$ cat config.mk
export PLATFORM = sky130hd
export DESIGN_NAME = key_filter_multi
export DESIGN_NICKNAME = d
export VERILOG_FILES = /design/src/rtl/key_pkg.sv /design/src/rtl/key_filter_ch.sv /design/src/rtl/key_filter_multi.sv
export SDC_FILE = /design/constraint.sdc
export NUM_CORES = 1
export LEC_CHECK = 0
export ABC_AREA = 1
export CORE_ASPECT_RATIO = 0.75
export CORE_MARGIN = 2
export CORE_UTILIZATION = 35
export DETAILED_ROUTE_END_ITERATION = 7
export SETUP_SLACK_MARGIN = 0.4
export SYNTH_ARGS = -nofsm -noshare
export SYNTH_HDL_FRONTEND = slang
export SYNTH_SLANG_ARGS = --single-unit
$ cat constraint.sdc
create_clock -name clk -period 9.52 [get_ports clk]
set_clock_uncertainty 0.1 [all_clocks]
set_input_delay 2.38 -clock clk [delete_from_list [all_inputs] [get_ports clk]]
set_output_delay 2.38 -clock clk [all_outputs]
set_load 0.05 [all_outputs]
$ cat src/rtl/key_pkg.sv
// Shared encoding and sizing helpers for the multi-key push-button conditioner.
// The one-hot state values also appear on waveforms and in checkers.
package key_pkg;

   localparam logic [3:0] ST_IDLE    = 4'b0001;
   localparam logic [3:0] ST_FILTER1 = 4'b0010;
   localparam logic [3:0] ST_DOWN    = 4'b0100;
   localparam logic [3:0] ST_FILTER2 = 4'b1000;

   // Bits needed to hold 0..max_count; never narrower than one bit.
   function automatic int cnt_width(input int max_count);
      return (max_count < 1) ? 1 : $clog2(max_count + 1);
   endfunction

endpackage

$ cat src/rtl/key_filter_ch.sv
// One key channel: 2-flop synchroniser, debounce FSM, hold/repeat timing.
// All timing advances only on the shared tick; flags are registered 1-clk pulses.
module key_filter_ch
   import key_pkg::*;
#(
   parameter int DEB_TICKS    = 20,
   parameter int LONG_TICKS   = 1000,
   parameter int REPEAT_EN    = 0,
   parameter int REPEAT_TICKS = 200
) (
   input  logic clk,
   input  logic rst,
   input  logic tick,
   input  logic key_raw,
   output logic press_flag,
   output logic release_flag,
   output logic long_flag,
   output logic repeat_flag,
   output logic key_state
);

   localparam int W_F = cnt_width(DEB_TICKS - 1);
   localparam int W_H = cnt_width(LONG_TICKS - DEB_TICKS);
   localparam int W_R = cnt_width(REPEAT_TICKS - 1);
   localparam logic [W_F-1:0] F_LAST = W_F'(DEB_TICKS - 1);
   localparam logic [W_H-1:0] H_LONG = W_H'(LONG_TICKS - DEB_TICKS);
   localparam logic [W_R-1:0] R_LAST = W_R'(REPEAT_TICKS - 1);
   localparam bit REP_ON = (REPEAT_EN != 0);

   logic           sync1;
   logic           s;
   logic [3:0]     state;
   logic [W_F-1:0] fcnt;
   logic [W_H-1:0] hcnt;
   logic [W_R-1:0] rcnt;

   // Idle-high reset so no false edge is seen when reset releases.
   always_ff @(posedge clk or posedge rst) begin
      if (rst) begin
         sync1 <= 1'b1;
         s     <= 1'b1;
      end else begin
         sync1 <= key_raw;
         s     <= sync1;
      end
   end

   // hcnt/rcnt are held (not cleared) in FILTER2 so a bounce during
   // release neither restarts the hold nor re-fires long_flag.
   always_ff @(posedge clk or posedge rst) begin
      if (rst) begin
         state        <= ST_IDLE;
         fcnt         <= '0;
         hcnt         <= '0;
         rcnt         <= '0;
         press_flag   <= 1'b0;
         release_flag <= 1'b0;
         long_flag    <= 1'b0;
         repeat_flag  <= 1'b0;
         key_state    <= 1'b1;
      end else begin
         press_flag   <= 1'b0;
         release_flag <= 1'b0;
         long_flag    <= 1'b0;
         repeat_flag  <= 1'b0;
         case (state)
            ST_IDLE: begin
               if (!s) begin
                  state <= ST_FILTER1;
                  fcnt  <= '0;
               end
            end
            ST_FILTER1: begin
               if (s) begin
                  state <= ST_IDLE;
               end else if (tick) begin
                  if (fcnt == F_LAST) begin
                     state      <= ST_DOWN;
                     press_flag <= 1'b1;
                     key_state  <= 1'b0;
                     fcnt       <= '0;
                     hcnt       <= '0;
                     rcnt       <= '0;
                  end else begin
                     fcnt <= fcnt + 1'b1;
                  end
               end
            end
            ST_DOWN: begin
               if (s) begin
                  state <= ST_FILTER2;
                  fcnt  <= '0;
               end else if (tick) begin
                  if (hcnt != H_LONG) begin
                     hcnt <= hcnt + 1'b1;
                     if (hcnt == H_LONG - 1'b1) long_flag <= 1'b1;
                  end else if (REP_ON) begin
                     if (rcnt == R_LAST) begin
                        rcnt        <= '0;
                        repeat_flag <= 1'b1;
                     end else begin
                        rcnt <= rcnt + 1'b1;
                     end
                  end
               end
            end
            ST_FILTER2: begin
               if (!s) begin
                  state <= ST_DOWN;
               end else if (tick) begin
                  if (fcnt == F_LAST) begin
                     state        <= ST_IDLE;
                     release_flag <= 1'b1;
                     key_state    <= 1'b1;
                     fcnt         <= '0;
                  end else begin
                     fcnt <= fcnt + 1'b1;
                  end
               end
            end
            default: state <= ST_IDLE;
         endcase
      end
   end

endmodule

$ cat src/rtl/key_filter_multi.sv
// N-channel push-button conditioner: shared tick prescaler feeding
// independent per-key debounce channels, plus a registered any_pressed.
module key_filter_multi
   import key_pkg::*;
#(
   parameter int N_KEYS       = 4,
   parameter int CLK_PER_TICK = 50_000,
   parameter int DEB_TICKS    = 20,
   parameter int LONG_TICKS   = 1000,
   parameter int REPEAT_EN    = 0,
   parameter int REPEAT_TICKS = 200
) (
   input  logic              clk,
   input  logic              rst,
   input  logic [N_KEYS-1:0] key_in,
   output logic [N_KEYS-1:0] press_flag,
   output logic [N_KEYS-1:0] release_flag,
   output logic [N_KEYS-1:0] long_flag,
   output logic [N_KEYS-1:0] repeat_flag,
   output logic [N_KEYS-1:0] key_state,
   output logic              any_pressed
);

   localparam int W_P = cnt_width(CLK_PER_TICK - 1);
   localparam logic [W_P-1:0] P_LAST = W_P'(CLK_PER_TICK - 1);

   logic [W_P-1:0] pre_cnt;
   logic           tick;

   always_ff @(posedge clk or posedge rst) begin
      if (rst)                   pre_cnt <= '0;
      else if (pre_cnt == P_LAST) pre_cnt <= '0;
      else                       pre_cnt <= pre_cnt + 1'b1;
   end

   assign tick = (pre_cnt == P_LAST);

   for (genvar i = 0; i < N_KEYS; i++) begin : g_ch
      key_filter_ch #(
         .DEB_TICKS   (DEB_TICKS),
         .LONG_TICKS  (LONG_TICKS),
         .REPEAT_EN   (REPEAT_EN),
         .REPEAT_TICKS(REPEAT_TICKS)
      ) u_ch (
         .clk         (clk),
         .rst         (rst),
         .tick        (tick),
         .key_raw     (key_in[i]),
         .press_flag  (press_flag[i]),
         .release_flag(release_flag[i]),
         .long_flag   (long_flag[i]),
         .repeat_flag (repeat_flag[i]),
         .key_state   (key_state[i])
      );
   end

   always_ff @(posedge clk or posedge rst) begin
      if (rst) any_pressed <= 1'b0;
      else     any_pressed <= ~&key_state;
   end

endmodule

==> results of run 1 <==
synthesized netlist by cell type, drive strengths merged (5+ instances only):
cell type / n / area (um^2)
nor2: 115 / 543.0
xor2: 14 / 122.6
o21ai: 39 / 229.0
nand4: 24 / 156.4
nand3b: 5 / 37.54
dfrtp: 101 / 2527
ha: 13 / 162.7
or2: 8 / 50.05
nand3: 99 / 575.6
xnor2: 9 / 78.83
buf: 24 / 185.2
inv: 116 / 435.4
nor3: 17 / 112.6
nand2: 310 / 1274
dfstp: 16 / 420.4
a21oi: 24 / 138.9
cell usage in the layout, fill, tap and decap left out, types with 3 or more instances in the layout:
master	count
nor4_1	3
conb_1	4
o21bai_1	3
inv_2	9
nand3b_1	5
o211ai_1	4
clkbuf_8	4
dfrtp_1	101
nor3_1	14
nand3_4	4
clkbuf_16	17
nand2_4	9
nor2_8	3
clkdlybuf4s50_1	22
clkinv_2	8
nor2_4	5
dfstp_2	16
nand3_1	89
nand4_1	23
nor2_2	10
nand2_1	284
or2_2	8
xnor2_1	9
o21ai_1	7
nand2_2	17
ha_1	13
a21oi_1	21
o21ai_0	25
xor2_1	14
nand3_2	6
o21ai_2	6
inv_1	106
nor3b_1	4
nor2_1	97
layer usage:
| metal | track usage [%] | up-vias | wire [um] |
|---|---|---|---|
| met3 | 3.660 | 15 | 436 |
| met4 | 4.123 | 0 | 164 |
| li1 | - | 3092 | - |
| met2 | 21.62 | 61 | 6272 |
| met1 | 22.25 | 2706 | 8216 |
| met5 | 0 | - | 0 |
report_power, final:
part / internal, mW / switching, mW / total [mW]
Combinational: 0.127 / 0.302 / 0.429
Clock: 0.384 / 0.229 / 0.612
Sequential: 0.543 / 0.0325 / 0.576
registers in the layout, indices dropped and copies added (netlist names):
| signal | flops |
|---|---|
| any_pressed | 1 |
| g_ch.u_ch.fcnt | 20 |
| g_ch.u_ch.hcnt | 40 |
| g_ch.u_ch.key_state | 4 |
| g_ch.u_ch.long_flag | 4 |
| g_ch.u_ch.press_flag | 4 |
| g_ch.u_ch.release_flag | 4 |
| g_ch.u_ch.s | 4 |
| g_ch.u_ch.state | 16 |
| g_ch.u_ch.sync1 | 4 |
| pre_cnt | 16 |
how the worst max path moves through the flow:
stage	startpoint	endpoint	slack, ps	cells after the start
final	g_ch[2].u_ch.key_state$_DFFE_PP1P_	key_state[2]	5240	1
after global routing	g_ch[3].u_ch.key_state$_DFFE_PP1P_	key_state[3]	5210	1
after CTS	g_ch[3].u_ch.key_state$_DFFE_PP1P_	key_state[3]	5220	1
after detailed placement	rst	g_ch[0].u_ch.long_flag$_DFF_PP0_	5170	3
after global placement	rst	g_ch[0].u_ch.fcnt[4]$_DFFE_PP0P_	5190	3
after floorplan	rst	any_pressed$_DFF_PP0_	3970	1
through the flow:
step / utilization (%) / setup WS [ps] / total power, mW / std cells / hold WS, ps
2_1_floorplan: - / 3966 / 0.9407 / 965 / 245.2
3_3_place_gp: 37.57 / 5190 / 1.013 / 1218 / 246.3
3_5_place_dp: 37.57 / 5175 / 1.014 / 1218 / 247.5
4_1_cts: 40.35 / 5222 / 1.637 / 1250 / 255.5
5_1_grt: 40.35 / 5205 / 1.723 / 1250 / 258.9
6_report: 40.35 / 5242 / 1.617 / 1250 / 254.4
cells by family after synthesis:
| family | count (synthesis) | share of synthesized area, % |
|---|---|---|
| flops | 117 | 40.66 |
| other cells | 1 | 0.05172 |
| xor+xnor | 23 | 2.778 |
| fa+ha+maj | 13 | 2.243 |
| simple gates | 587 | 38.76 |
| compound gates | 74 | 6.385 |
| buf+inv | 147 | 9.128 |
final cells by class:
type	count	share of cell area (%)
multi-input combinational	701	44.65
timing repair buffer	23	2.784
tap	258	3.947
sequential	117	36.04
clock buffer	23	5.966
inverter	119	5.675
clock inverter	9	0.9332
==> flow_metrics.py, run 1 <==
metrics = {
    "setup_path": {
        "type_of_element_launching_the_critical_path": "flop",
        "worst_setup_path_end_kind": "output pin",
        "critical_path_buf_inv_count": 1,
        "r2r-start": "pre_cnt[0]$_DFF_PP0_",
        "required_ps": 7040,
        "timing.rr.end": "g_ch[2].u_ch.hcnt[0]$_DFFE_PP0P_",
        "timing.setup.critical_path_class": "flop to output pin",
        "setup.reg_to_reg.worst_slack_ps": 7290,
        "worstRegToRegCells": 8,
        "worstPathArrival_ps": 1800,
        "critical_path.cell_chain": "clkdlybuf4s50_1",
        "critPathTopFamily": "buffers and inverters",
        "worst_path_largest_cell_delay_ps": 810,
        "path_max_fanout": 3,
        "slowest_stage_cell_cp": "clkdlybuf4s50_1",
    },
    "layout": {
        "final_cell_area_mm2": 0.008179,
        "area_of_the_multi_input_gates_mm2": 0.003652,
        "design.final.nets": 998,
        "flow.area_growth_from_synthesis_pct": 12.80,
        "num_antenna_cells": 0,
        "drive_above_1_share_pct": 13.81,
        "layout.filler_cells": 2054,
        "layout.area.seq_mm2": 0.002948,
    },
    "hold_path": {
        "worstHoldPathType": "flop to flop",
        "worstHoldStart": "g_ch[2].u_ch.sync1$_DFF_PP1_",
        "timing.hold.worst_path_depth": 0,
        "min_delay_worst_endpoint": "g_ch[2].u_ch.s$_DFF_PP1_",
    },
    "cts": {
        "numClockSinks": 117,
        "cts_buffer_depth": 2,
        "cts-htree-levels": 4,
        "hold_buffers": 0,
        "numCtsBuffers": 17,
        "cts.clk_slew.worst_paths_ps": 50,
        "cts_resized": 0,
        "worst_skew_pair.late_latency_ps": 420,
        "clock_tree.root_cell": "clkbuf_16",
        "cts_setup_buffers": 0,
        "cts_tree": "built",
    },
    "drt": {
        "route.antenna.remaining_nets": 0,
        "detailroute.via_count": 5874,
        "drt_first_iter_violations": 384,
        "detailedRoute.firstPassIterationCount": 5,
        "routed_wirelength_um": 15090,
        "route.detailed.drc": 0,
        "drt-wirelength-per-cell_um": 12.07,
        "route.detailed.vias_per_inst": 4.699,
    },
    "synth": {
        "netlist-cell-type-count": 47,
        "top_reg_cell_synth": "dfrtp_1",
        "netlist_instances": 962,
        "post_synth.cell_area_avg_um2": 7.537,
        "postSynth.asyncResetShare_pct": 100.0,
        "synth_edf_count": 0,
        "synth-warning-count": 0,
        "synthesis.area_mm2": 0.007251,
        "synth_sequential_area_ratio_pct": 40.66,
        "synth_seq_cells": 117,
    },
    "timing": {
        "worst_slew_pin_slew_ps": 827.3,
        "hold_violations": 0,
        "grt_setup_unrepaired": "false",
        "timing.slew.headroom_pct": 44.85,
        "period_share_pct": 44.94,
        "maxSlewViolCount": 0,
        "finalSetupTns_ps": 0,
        "final_critical_period_ps": 4278,
        "max_freq_ghz": 0.2338,
        "setup_violations": 0,
    },
    "pwr": {
        "p_leak_nw": 3.934,
        "vdd.ir_drop.worst_v": 0.0001258,
        "power_density_mw_per_mm2": 197.7,
    },
    "floorplanning": {
        "coreArea_mm2": 0.02027,
        "start_util_pct": 35.77,
        "boundaryPins": 27,
        "die_area_mm2": 0.02190,
        "dieWidth_um": 170.2,
        "die_height_um": 128.7,
        "placement_rows": 45,
    },
    "grt": {
        "grt_pass1_wl_um": 26480,
        "grt_pass1_vias": 5496,
        "grt_usage_pct": 14.98,
        "antenna_found_initial": 0,
        "grt_max_degree": 67,
        "grt_overflow_total": 0,
    },
    "run_status": {
        "outcome": "finished clean",
    },
    "placement": {
        "dp_hpwl_um": 10610,
        "buffer_ports.inserted": 22,
        "post_dp_cell_area_mm2": 0.007615,
        "globalplace.congestion": 0.8424,
    },
    "job": {
        "timing.max_cap.violations": 0,
    },
}
Note: power is estimated with default switching activity, not from simulation.
==> run 2, diff against run 1 <==
Clock period 9.52 ns to 4.2 ns, I/O delays scaled along.
==> run 2 against run 1 <==
  * Largest power group unchanged
  * Non-clock buffer count did not move
  * Sequential cell count stayed put
  * Sequential power grew 130%
  * Largest cell class unchanged
==> flow_metrics.py, run 2 (synthesized netlist as in run 1, its figures left out) <==
metrics = {
    "run_status": {
        "outcome": "finished clean",
    },
    "cts": {
        "hold_buffers": 0,
        "worst_skew_pair.late_latency_ps": 430,
        "cts_resized": 0,
        "cts_buffer_depth": 2,
        "cts.clk_slew.worst_paths_ps": 60,
        "cts-htree-levels": 4,
        "cts_tree": "built",
        "cts_setup_buffers": 0,
        "numCtsBuffers": 17,
        "numClockSinks": 117,
        "clock_tree.root_cell": "clkbuf_16",
    },
    "timing": {
        "fin_ws_ps": 1248,
        "final_critical_period_ps": 2953,
        "worst_slew_pin_slew_ps": 611.9,
        "finalSetupTns_ps": 0,
        "fin_hold_ws_ps": 254.6,
        "setup_violations": 0,
        "grt_setup_unrepaired": "false",
        "maxSlewViolCount": 0,
        "hold_violations": 0,
        "period_share_pct": 70.30,
        "timing.slew.headroom_pct": 59.21,
        "max_freq_ghz": 0.3387,
    },
    "setup_path": {
        "type_of_element_launching_the_critical_path": "flop",
        "required_ps": 3050,
        "critical_path.cell_chain": "clkdlybuf4s50_1",
        "worst_setup_path_end_kind": "output pin",
        "critical_path_buf_inv_count": 1,
        "timing.setup.critical_path_class": "flop to output pin",
        "critPathTopFamily": "buffers and inverters",
        "worst_path_largest_cell_delay_ps": 810,
        "worstPathArrival_ps": 1800,
        "path_max_fanout": 3,
        "slowest_stage_cell_cp": "clkdlybuf4s50_1",
    },
    "layout": {
        "largest_reg_flops": 40,
        "mostFrequentLayoutCells": "nand2_1, inv_1, dfrtp_1",
        "drive_above_1_share_pct": 13.71,
        "area_of_the_multi_input_gates_mm2": 0.003652,
        "mostFrequentLayoutCell": "nand2_1",
        "flow.area_growth_from_synthesis_pct": 13.51,
        "reg_top3": "g_ch.u_ch.hcnt x40, g_ch.u_ch.fcnt x20",
        "layout.area.seq_mm2": 0.002948,
        "num_antenna_cells": 0,
        "register_with_the_highest_flop_count": "g_ch.u_ch.hcnt",
        "layout.filler_cells": 2083,
        "design.final.nets": 998,
    },
    "grt": {
        "grt_max_degree": 102,
        "grt_pass1_wl_um": 26380,
        "grt_usage_pct": 15.06,
        "grt_pass1_vias": 5385,
        "antenna_found_initial": 0,
        "grt_overflow_total": 0,
    },
    "drt": {
        "routed_wirelength_um": 15220,
        "detailroute.via_count": 5888,
        "detailedRoute.firstPassIterationCount": 5,
        "drt-wirelength-per-cell_um": 12.17,
        "drt_first_iter_violations": 368,
        "route.detailed.vias_per_inst": 4.710,
        "route.antenna.remaining_nets": 0,
        "route.detailed.drc": 0,
    },
    "floorplanning": {
        "placement_rows": 45,
        "die_height_um": 128.7,
        "die_area_mm2": 0.02190,
        "coreArea_mm2": 0.02027,
        "start_util_pct": 35.77,
        "dieWidth_um": 170.2,
        "boundaryPins": 27,
    },
    "placement": {
        "buffer_ports.inserted": 22,
        "dp_hpwl_um": 10670,
        "pre_cts_setup_slack_ps": 1707,
        "globalplace.congestion": 0.8159,
    },
    "pwr": {
        "p_leak_nw": 3.932,
        "power_density_mw_per_mm2": 459.6,
        "overall_power_of_the_completed_layout_mw": 3.782,
        "vdd.ir_drop.worst_v": 0.0002522,
    },
    "hold_path": {
        "worstHoldPathType": "flop to flop",
    },
    "job": {
        "timing.max_cap.violations": 0,
    },
}
[run 2: cell types whose count changed in the layout (fill, tap and decap cells not counted)]
cell,change
clkinv_2,-5
inv_4,-1
bufinv_16,+2
clkbuf_1,+1
clkbuf_8,-3
clkinvlp_4,+4
buf_4,-1
inv_6,+1
buf_12,+1
clkinv_4,+1
[run 2: final timing paths]
check | startpoint | end | slack (ps) | cells past startpoint
worst min register to register | g_ch[3].u_ch.sync1$_DFF_PP1_ | g_ch[3].u_ch.s$_DFF_PP1_ | 250 | 0
max in group asynchronous | rst | g_ch[2].u_ch.state[0]$_DFFE_PP1P_ | 2300 | 3
worst max register to register | g_ch[2].u_ch.fcnt[0]$_DFFE_PP0P_ | g_ch[2].u_ch.hcnt[4]$_DFFE_PP0P_ | 1970 | 8
worst max-delay path | g_ch[3].u_ch.key_state$_DFFE_PP1P_ | key_state[3] | 1250 | 1
worst min-delay path | g_ch[3].u_ch.sync1$_DFF_PP1_ | g_ch[3].u_ch.s$_DFF_PP1_ | 250 | 0
min in group asynchronous | rst | g_ch[1].u_ch.release_flag$_DFF_PP0_ | 860 | 2
[run 2: layout make-up]
class	instances	share of cell area (%)
well taps	258	3.922
clock buffers	21	5.473
inverters	119	5.655
flip-flops and latches	117	35.82
clock inverters	11	1.839
repair buffers	23	2.919
multi-input cells	701	44.38
[run 2: per-layer routing]
| layer | global-route usage, % | vias up | part of all wire (%) |
|---|---|---|---|
| met2 | 20.61 | 84 | 40 |
| met1 | 23.02 | 2686 | 54 |
| met5 | 0 | - | 0 |
| li1 | - | 3099 | - |
| met3 | 3.137 | 19 | 3.7 |
| met4 | 5.732 | 0 | 1.5 |
[run 2: report_power, final]
group	internal (mW)	leakage (nW)	total [mW]	switching (mW)
sequential	1.23	1.55	1.31	0.0770
clock	0.950	0.280	1.49	0.542
combinational	0.289	2.10	0.983	0.694
total	2.47	3.93	3.78	1.31
[run 2: through the flow]
step / instance area (um^2) / cells / util (%)
after CTS: 8230 / 1250 / 40.60
after global routing: 8230 / 1250 / 40.60
after floorplan: 7266 / 965 / -
after global placement: 7629 / 1218 / 37.64
after detailed placement: 7629 / 1218 / 37.64
final: 8230 / 1250 / 40.60
==> run 3, diff against run 2 <==
Clock period 4.2 ns to 2.87 ns, I/O delays scaled along.
==> run 3 against run 2 <==
  * Cell count is 0.24% higher
  * Global-route usage is 0.36 points higher
  * Critical path depth stayed put
  * Hold slack hardly changed
==> flow_metrics.py, run 3 (synthesized netlist as in run 1, its figures left out) <==
metrics = {
    "run_status": {
        "outcome": "finished clean",
    },
    "timing": {
        "finalSetupTns_ps": 0,
        "grt_setup_unrepaired": "false",
        "period_share_pct": 82.32,
        "setup_violations": 0,
        "maxSlewViolCount": 0,
        "worst_slew_pin_slew_ps": 512.5,
        "hold_violations": 0,
        "timing.slew.headroom_pct": 65.72,
        "final_critical_period_ps": 2363,
        "max_freq_ghz": 0.4233,
    },
    "grt": {
        "antenna_found_initial": 0,
        "grt_overflow_total": 0,
        "grt_pass1_vias": 5525,
        "grt_max_degree": 46,
        "grt_usage_pct": 15.43,
        "grt_pass1_wl_um": 27250,
    },
    "layout": {
        "drive_above_1_share_pct": 14.17,
        "final_cell_area_mm2": 0.008230,
        "largest_reg_flops": 40,
        "reg_top3": "g_ch.u_ch.hcnt x40, g_ch.u_ch.fcnt x20",
        "flow.area_growth_from_synthesis_pct": 13.51,
        "mostFrequentLayoutCell": "nand2_1",
        "design.final.nets": 1001,
        "mostFrequentLayoutCells": "nand2_1, inv_1, dfrtp_1",
        "register_with_the_highest_flop_count": "g_ch.u_ch.hcnt",
        "num_antenna_cells": 0,
    },
    "cts": {
        "cts_tree": "built",
        "worst_skew_pair.late_latency_ps": 420,
        "numCtsBuffers": 17,
        "cts_buffer_depth": 2,
        "clock_tree.root_cell": "clkbuf_16",
        "numClockSinks": 117,
        "cts.clk_slew.worst_paths_ps": 60,
        "cts-htree-levels": 4,
    },
    "floorplanning": {
        "boundaryPins": 27,
        "coreArea_mm2": 0.02027,
        "die_height_um": 128.7,
        "die_area_mm2": 0.02190,
        "start_util_pct": 35.77,
        "placement_rows": 45,
        "dieWidth_um": 170.2,
    },
    "setup_path": {
        "path_max_fanout": 1,
        "critical_path_cell_count": 1,
        "timing.setup.critical_path_class": "flop to output pin",
        "setup.reg_to_reg.worst_slack_ps": 730,
        "r2r-start": "pre_cnt[0]$_DFF_PP0_",
        "timing.rr.end": "g_ch[2].u_ch.hcnt[8]$_DFFE_PP0P_",
        "required_ps": 2050,
        "critical_path.cell_chain": "clkdlybuf4s50_1",
        "setup.worst_path.start": "g_ch[0].u_ch.long_flag$_DFF_PP0_",
        "worst_path_largest_cell_delay_ps": 800,
        "worst_setup_path_end_kind": "output pin",
        "critical_path_buf_inv_count": 1,
        "worstRegToRegCells": 10,
        "critPathTopFamily": "buffers and inverters",
        "worstPathArrival_ps": 1550,
        "type_of_element_launching_the_critical_path": "flop",
        "slowest_stage_cell_cp": "clkdlybuf4s50_1",
    },
    "pwr": {
        "overall_power_of_the_completed_layout_mw": 5.417,
        "p_leak_nw": 3.973,
        "power_density_mw_per_mm2": 658.2,
        "vdd.ir_drop.worst_v": 0.0005795,
    },
    "hold_path": {
        "min_delay_worst_endpoint": "g_ch[2].u_ch.s$_DFF_PP1_",
        "worstHoldPathType": "flop to flop",
        "worstHoldStart": "g_ch[2].u_ch.sync1$_DFF_PP1_",
        "timing.hold.worst_path_depth": 0,
    },
    "placement": {
        "buffer_ports.inserted": 22,
        "globalplace.congestion": 0.8121,
        "dp_hpwl_um": 10950,
        "post_dp_cell_area_mm2": 0.007664,
    },
    "drt": {
        "drt-wirelength-per-cell_um": 12.30,
        "detailroute.via_count": 5927,
        "route.antenna.remaining_nets": 0,
        "detailroute.wirelength.met3_um": 558,
        "top_signal_layer_used": "met4",
        "routed_wirelength_um": 15420,
        "drt_first_iter_violations": 360,
        "route.met2.wl_um": 6339,
        "route.detailed.vias_per_inst": 4.730,
        "detailedRoute.firstPassIterationCount": 6,
        "route.layer.met1.wl_um": 8374,
        "route.detailed.drc": 0,
    },
    "job": {
        "timing.max_cap.violations": 0,
    },
}
==> run 3: changes by cell type in the layout (fill, tap and decap cells not counted) <==
cell / previous run / this run
dlygate4sd2_1: 0 / 4
clkbuf_8: 1 / 3
clkinv_2: 3 / 6
buf_12: 1 / 2
clkinvlp_4: 5 / 2
clkinv_4: 2 / 4
buf_4: 0 / 2
clkdlybuf4s50_1: 22 / 18
bufinv_16: 3 / 1
clkbuf_1: 3 / 1
==> run 3: cell type report <==
type | instances | area, um^2
fillers | 2088 | 12040
flip-flops and latches | 117 | 2948
clock inverters | 11 | 101.3
well taps | 258 | 322.8
multi-input cells | 701 | 3652
repair buffers | 26 | 270.3
clock buffers | 21 | 470.5
inverters | 119 | 465.4
==> run 3: how the worst max path moves through the flow <==
stage                            end
6_report                long_flag[0]
3_3_place_gp            key_state[3]
4_1_cts                 long_flag[0]
3_5_place_dp            key_state[3]
2_1_floorplan  any_pressed$_DFF_PP0_
5_1_grt                 long_flag[0]
==> run 3: report_power, final <==
part           internal [mW]  switching [mW]
Sequential              1.80           0.110
Combinational          0.440            1.02
Clock                   1.26           0.786
==> run 3: layer usage <==
layer | GRT usage (%) | up-vias
met1 | 23.41 | 2737
li1 | - | 3096
met3 | 3.168 | 12
met2 | 21.95 | 82
met5 | 0 | -
met4 | 4.575 | 0
==> run 3: timing repair <==
action                     in CTS  in global routing
hold buffers                    0                  0
buffers inserted                0                  0
setup endpoints to repair       4                  0
gates resized for setup         4                  0
==> run 3: per-stage QoR <==
step | cells | hold WS (ps) | util, % | setup WS (ps)
2_1_floorplan | 965 | 245.2 | - | 638.2
3_3_place_gp | 1221 | 245.6 | 37.81 | 684.3
3_5_place_dp | 1221 | 247.2 | 37.81 | 681.5
4_1_cts | 1253 | 254.9 | 40.60 | 474.6
5_1_grt | 1253 | 257.0 | 40.60 | 450.0
6_report | 1253 | 255.1 | 40.60 | 507.5
